File: config.mk
export PLATFORM = sky130hd
export DESIGN_NAME = wb_unit
export DESIGN_NICKNAME = d
export VERILOG_FILES = /design/src/rtl/wb_unit.sv
export SDC_FILE = /design/constraint.sdc
export NUM_CORES = 1
export LEC_CHECK = 0
export ABC_AREA = 1
export CAP_MARGIN = 30
export CORE_MARGIN = 1.5
export CORE_UTILIZATION = 38
export CTS_CLUSTER_DIAMETER = 40
export DETAILED_ROUTE_END_ITERATION = 6
export GPL_ROUTABILITY_DRIVEN = 0
export GPL_TIMING_DRIVEN = 0
export PLACE_DENSITY_LB_ADDON = 0.08
export SLEW_MARGIN = 20
export SYNTH_ARGS = -nofsm -noshare
export SYNTH_HDL_FRONTEND = slang
export SYNTH_SLANG_ARGS = --single-unit
File: constraint.sdc
create_clock -name clk -period 1.21 [get_ports clk]
set_input_delay 0.121 -clock clk [delete_from_list [all_inputs] [get_ports clk]]
set_output_delay 0.121 -clock clk [all_outputs]
set_load 0.03 [all_outputs]
File: src/rtl/wb_unit.sv
// Writeback unit: commits ALU/LINK results in one cycle, and holds one
// outstanding load in WAIT_MEM until its response arrives or it is flushed.
// Extracted load data is sign/zero-extended before the register-file write.
module wb_unit #(
    parameter int DATA_W = 32,
    parameter int REG_AW = 5,
    localparam int OFF_W = $clog2(DATA_W / 8)
) (
    input  logic              clk,
    input  logic              rst,
    input  logic              m_valid,
    output logic              m_ready,
    input  logic [1:0]        m_wb_sel,
    input  logic              m_write_reg,
    input  logic [REG_AW-1:0] m_dest,
    input  logic [DATA_W-1:0] m_alu_result,
    input  logic [DATA_W-1:0] m_link,
    input  logic [1:0]        m_ld_size,
    input  logic              m_ld_signed,
    input  logic [OFF_W-1:0]  m_byte_off,
    input  logic              mem_rsp_valid,
    input  logic [DATA_W-1:0] mem_rsp_data,
    input  logic              flush,
    output logic              rf_we,
    output logic [REG_AW-1:0] rf_waddr,
    output logic [DATA_W-1:0] rf_wdata,
    output logic              busy
);

    typedef enum logic {IDLE, WAIT_MEM} state_t;

    // Everything needed to finish a load once the data comes back
    typedef struct packed {
        logic [REG_AW-1:0] dest;
        logic              write_reg;
        logic [1:0]        size;
        logic              sgn;
        logic [OFF_W-1:0]  off;
    } ld_ctx_t;

    state_t            state_q, state_d;
    ld_ctx_t           ctx_q, ctx_d;
    logic              rf_we_q, rf_we_d;
    logic [REG_AW-1:0] rf_waddr_q, rf_waddr_d;
    logic [DATA_W-1:0] rf_wdata_q, rf_wdata_d;

    logic [7:0]        ld_byte;
    logic [15:0]       ld_half;
    logic [DATA_W-1:0] ld_data;

    assign m_ready  = (state_q == IDLE);
    assign busy     = (state_q == WAIT_MEM);
    assign rf_we    = rf_we_q;
    assign rf_waddr = rf_waddr_q;
    assign rf_wdata = rf_wdata_q;

    // Select the addressed lane and extend it; halfword ignores offset bit 0
    always_comb begin
        ld_byte = '0;
        ld_half = '0;
        for (int i = 0; i < DATA_W / 8; i++)
            if (ctx_q.off == OFF_W'(i)) ld_byte = mem_rsp_data[i*8 +: 8];
        for (int i = 0; i < DATA_W / 16; i++)
            if (ctx_q.off[OFF_W-1:1] == (OFF_W-1)'(i)) ld_half = mem_rsp_data[i*16 +: 16];
        case (ctx_q.size)
            2'b00:   ld_data = {{(DATA_W-8){ctx_q.sgn & ld_byte[7]}}, ld_byte};
            2'b01:   ld_data = {{(DATA_W-16){ctx_q.sgn & ld_half[15]}}, ld_half};
            default: ld_data = mem_rsp_data;
        endcase
    end

    // Next state, load capture and the registered write strobe
    always_comb begin
        state_d    = state_q;
        ctx_d      = ctx_q;
        rf_we_d    = 1'b0;
        rf_waddr_d = rf_waddr_q;
        rf_wdata_d = rf_wdata_q;
        case (state_q)
            IDLE: begin
                // m_ready is high here, so m_valid alone means accept
                if (m_valid && !flush) begin
                    if (m_wb_sel == 2'b01) begin
                        ctx_d.dest      = m_dest;
                        ctx_d.write_reg = m_write_reg;
                        ctx_d.size      = m_ld_size;
                        ctx_d.sgn       = m_ld_signed;
                        ctx_d.off       = m_byte_off;
                        state_d         = WAIT_MEM;
                    end else if (m_write_reg && m_wb_sel != 2'b11 && m_dest != '0) begin
                        rf_we_d    = 1'b1;
                        rf_waddr_d = m_dest;
                        rf_wdata_d = (m_wb_sel == 2'b10) ? m_link : m_alu_result;
                    end
                end
            end
            WAIT_MEM: begin
                // Flush wins over a coincident response
                if (flush) begin
                    state_d = IDLE;
                end else if (mem_rsp_valid) begin
                    state_d = IDLE;
                    if (ctx_q.write_reg && ctx_q.dest != '0) begin
                        rf_we_d    = 1'b1;
                        rf_waddr_d = ctx_q.dest;
                        rf_wdata_d = ld_data;
                    end
                end
            end
            default: state_d = IDLE;
        endcase
    end

    // State and output registers, cleared asynchronously
    always_ff @(posedge clk or negedge rst) begin
        if (!rst) begin
            state_q    <= IDLE;
            ctx_q      <= '0;
            rf_we_q    <= 1'b0;
            rf_waddr_q <= '0;
            rf_wdata_q <= '0;
        end else begin
            state_q    <= state_d;
            ctx_q      <= ctx_d;
            rf_we_q    <= rf_we_d;
            rf_waddr_q <= rf_waddr_d;
            rf_wdata_q <= rf_wdata_d;
        end
    end

endmodule

==> results.md <==
* Run status: finished with violations
* Failing checks: setup timing
* Initial DRC count at approximately 300
* Pre-CTS setup slack at -0.784 ns
* Final worst slack at -0.281 ns
* Peak VDD IR at ~0.00052 V
* Post-Synthesis Cells at 534
* CP max FO at 5
* Top cell type's share of synthesized area at 36.4%
* Final Cell Area at slightly below 6000 um^2
* Critical Path Start Type: register
* Unrepaired setup endpoints after global routing: yes
* Synth top cells by count: nand2_1 (258), a21oi_1 (51), dfrtp_1 (50), nand3_1 (47), nor2_1 (28)
* Multi-input logic area at 2240 um^2
* CTS clk-pin slew, worst paths at 0.10 ns
* WL final at 13.1 mm
* Min-delay worst type: in -> async
* Post-synthesis sequential area ratio at 36.4%
* Layout area overhead at 68.8%
* Final #Nets at 832
* Die Area at 9620 um^2
* Congestion Overflow GR at 0
* Core Rows at 34
* Antenna-violating nets left at 0
* Clock Latency Late Sink at ~0.31 ns
* Drt via density at 5.22
* CTS Buf Count at 5
* Leakage at 2.73 nW
* Top cells by area, synth: dfrtp_1 (36%), nand2_1 (28%), a21oi_1 (7.4%)
* Core Region at just under 9000 um^2
* Worst setup path start: busy
* Post-synth top area cell: dfrtp_1
* Vias at 4320
* Seq cells post-synth at 50
* Bufs on Longest Clock Path at 2
* Max cap viols at 0
* Cell Pwr Density at 1120 nW/um^2
* Post-Syn Area at 3440 um^2
* Fmax at roughly 0.67 GHz
* Setup Crit Path Kind: reg -> reg
* Pin count of the biggest net entering global routing at 33
* Yosys cell types at 25
* Die W at between 90 and 100 um
* FF/Latch Area at roughly 1300 um^2
* # IOs at approximately 150
* Count of buffers from port buffering at about 150
* Fin Clk Skew at a little under 0.009 ns
* CP Capture Type: register
* ANT cells at 0
* Initial antenna violation count at 0
* Post-layout min period at 1.49 ns
* Die Y at 98.1 um
* Synth Flop Type: dfrtp_1
* Pwr Total at 6.52 mW
* Global-route wire length before repair at 20.5 mm
* Mapped Nets at 648
* Endpoints failing hold at 0
* Top-count cell post-synth: nand2_1
* Reg-to-reg critical path startpoint: busy
* DP HPWL at around 9.6 mm
* Vias in the first global route at 4195
* Worst EP required at 1.46 ns
* R2r worst-path depth at 10
* Htree depth at 2
* GRT Total Usage at 26.6%
* Share of cells above drive strength 1 at 23.9%
* Crit path DAT at approximately 1.7 ns
* Root buffer cell: clkbuf_8
* CTS Sinks at 50
* Final slew viol count at 0
* CTS tree: built
* Syn Area/Cell at 6.43 um^2
* Initial Utilization at 39.4%
* Fill cells at 785
* Worst-margin pin slew at 0.503 ns
* Pre-Repair DR Iteration Count at 5
* Slew headroom at 66.4%
* Synthesis Warnings at 0
* Post-Place Cell Area at 5170 um^2
* Setup violators final at 51
* DR WL/cell at 15.8 um
* Residual DRC count at 0
* Ys async rst share at 100%
* Final period util at 123%
* Post-synth EDFFs at 0
==> worst max-delay path, cell delays in order (launching register included) <==
cell,delay [ns]
dfrtp_2,0.44
inv_2,0.09
nand3_2,0.09
nor2_2,0.13
nand2_2,0.09
nand2_4,0.12
nand2_8,0.09
clkbuf_16,0.19
nor2_4,0.07
nand2_2,0.05
nand2_2,0.06
==> kinds of logic after synthesis <==
kind of cell	share of synthesized area [%]
AOI/OAI and AO/OA	11.3
buffers and inverters	7.54
DFF	36.4
and+or+nand+nor	44.8
==> per-stage QoR <==
stage / setup TNS, ns / hold slack [ns] / utilization, % / cells
floorplan: -3.69 / -0.175 / - / 534
global placement: -99.83 / 0.463 / 59.1 / 795
detailed placement: -27.33 / 0.105 / 59.3 / 796
CTS: -8.53 / 0.307 / 64.5 / 824
global route: -14.40 / 0.331 / 66.5 / 827
finish: -10.38 / 0.299 / 66.5 / 827
==> registers in the layout (all words and copies together), names as in the netlist <==
name and flops:
rf_wdata 32, rf_we 1, rf_waddr 5, ctx_q 11
busy 1
==> what timing repair did <==
item                                   CTS  global route
buffers inserted                        13             1
setup endpoints to repair               90            89
gates cloned                             6             2
pin swaps                                7             7
endpoints found under the hold margin   18             0
resized for setup                      122            96
hold buffers                             1             0
==> per-layer routing <==
| metal | up-vias | wire length, um | global-route usage (%) |
|---|---|---|---|
| li1 | 2073 | - | - |
| met5 | - | 0 | 0 |
| met2 | 230 | 6020 | 43.8 |
| met4 | 0 | 449 | 9.89 |
| met3 | 46 | 1140 | 6.66 |
| met1 | 1971 | 5450 | 33.7 |
==> report_power, final <==
group	leakage (nW)	internal [mW]	switching (mW)	total, mW
combinational	2.06	1.25	1.87	3.12
clock	0.0472	0.461	0.596	1.06
sequential	0.623	2.07	0.276	2.34
total	2.73	3.78	2.74	6.52
==> cell usage in the layout, fill, tap and decap left out, types with 6 or more instances in the layout <==
master / n
buf_2: 12
clkdlybuf4s50_1: 112
a21oi_1: 45
dfrtp_1: 48
nor2_1: 11
nand3_2: 23
nand2_1: 231
nor2_4: 10
nand2_2: 25
clkbuf_2: 14
inv_1: 13
o21ai_1: 13
buf_4: 15
clkdlybuf4s15_1: 25
nand3_1: 36
nor2_2: 10
buf_6: 18
clkbuf_8: 6
==> worst paths after layout <==
kind                                     end  slack (ns)
worst max-delay path            rf_wdata[17]       -0.28
worst min-delay path             rf_wdata[4]        0.30
min in group clk                    ctx_q[2]        0.37
worst min register to register   rf_waddr[4]        0.48
worst max register to register  rf_wdata[17]       -0.28
max in group asynchronous               busy        0.35
==> cell type report <==
type | instances | share of cell area, %
clock inverters | 2 | 0.216
multi-input cells | 433 | 38.6
repair buffers | 176 | 29.5
plain buffers | 33 | 4.92
clock buffers | 6 | 1.42
flip-flops and latches | 50 | 21.6
well taps | 108 | 2.33
inverters | 19 | 1.36
Power figures use the tool's default switching activity.
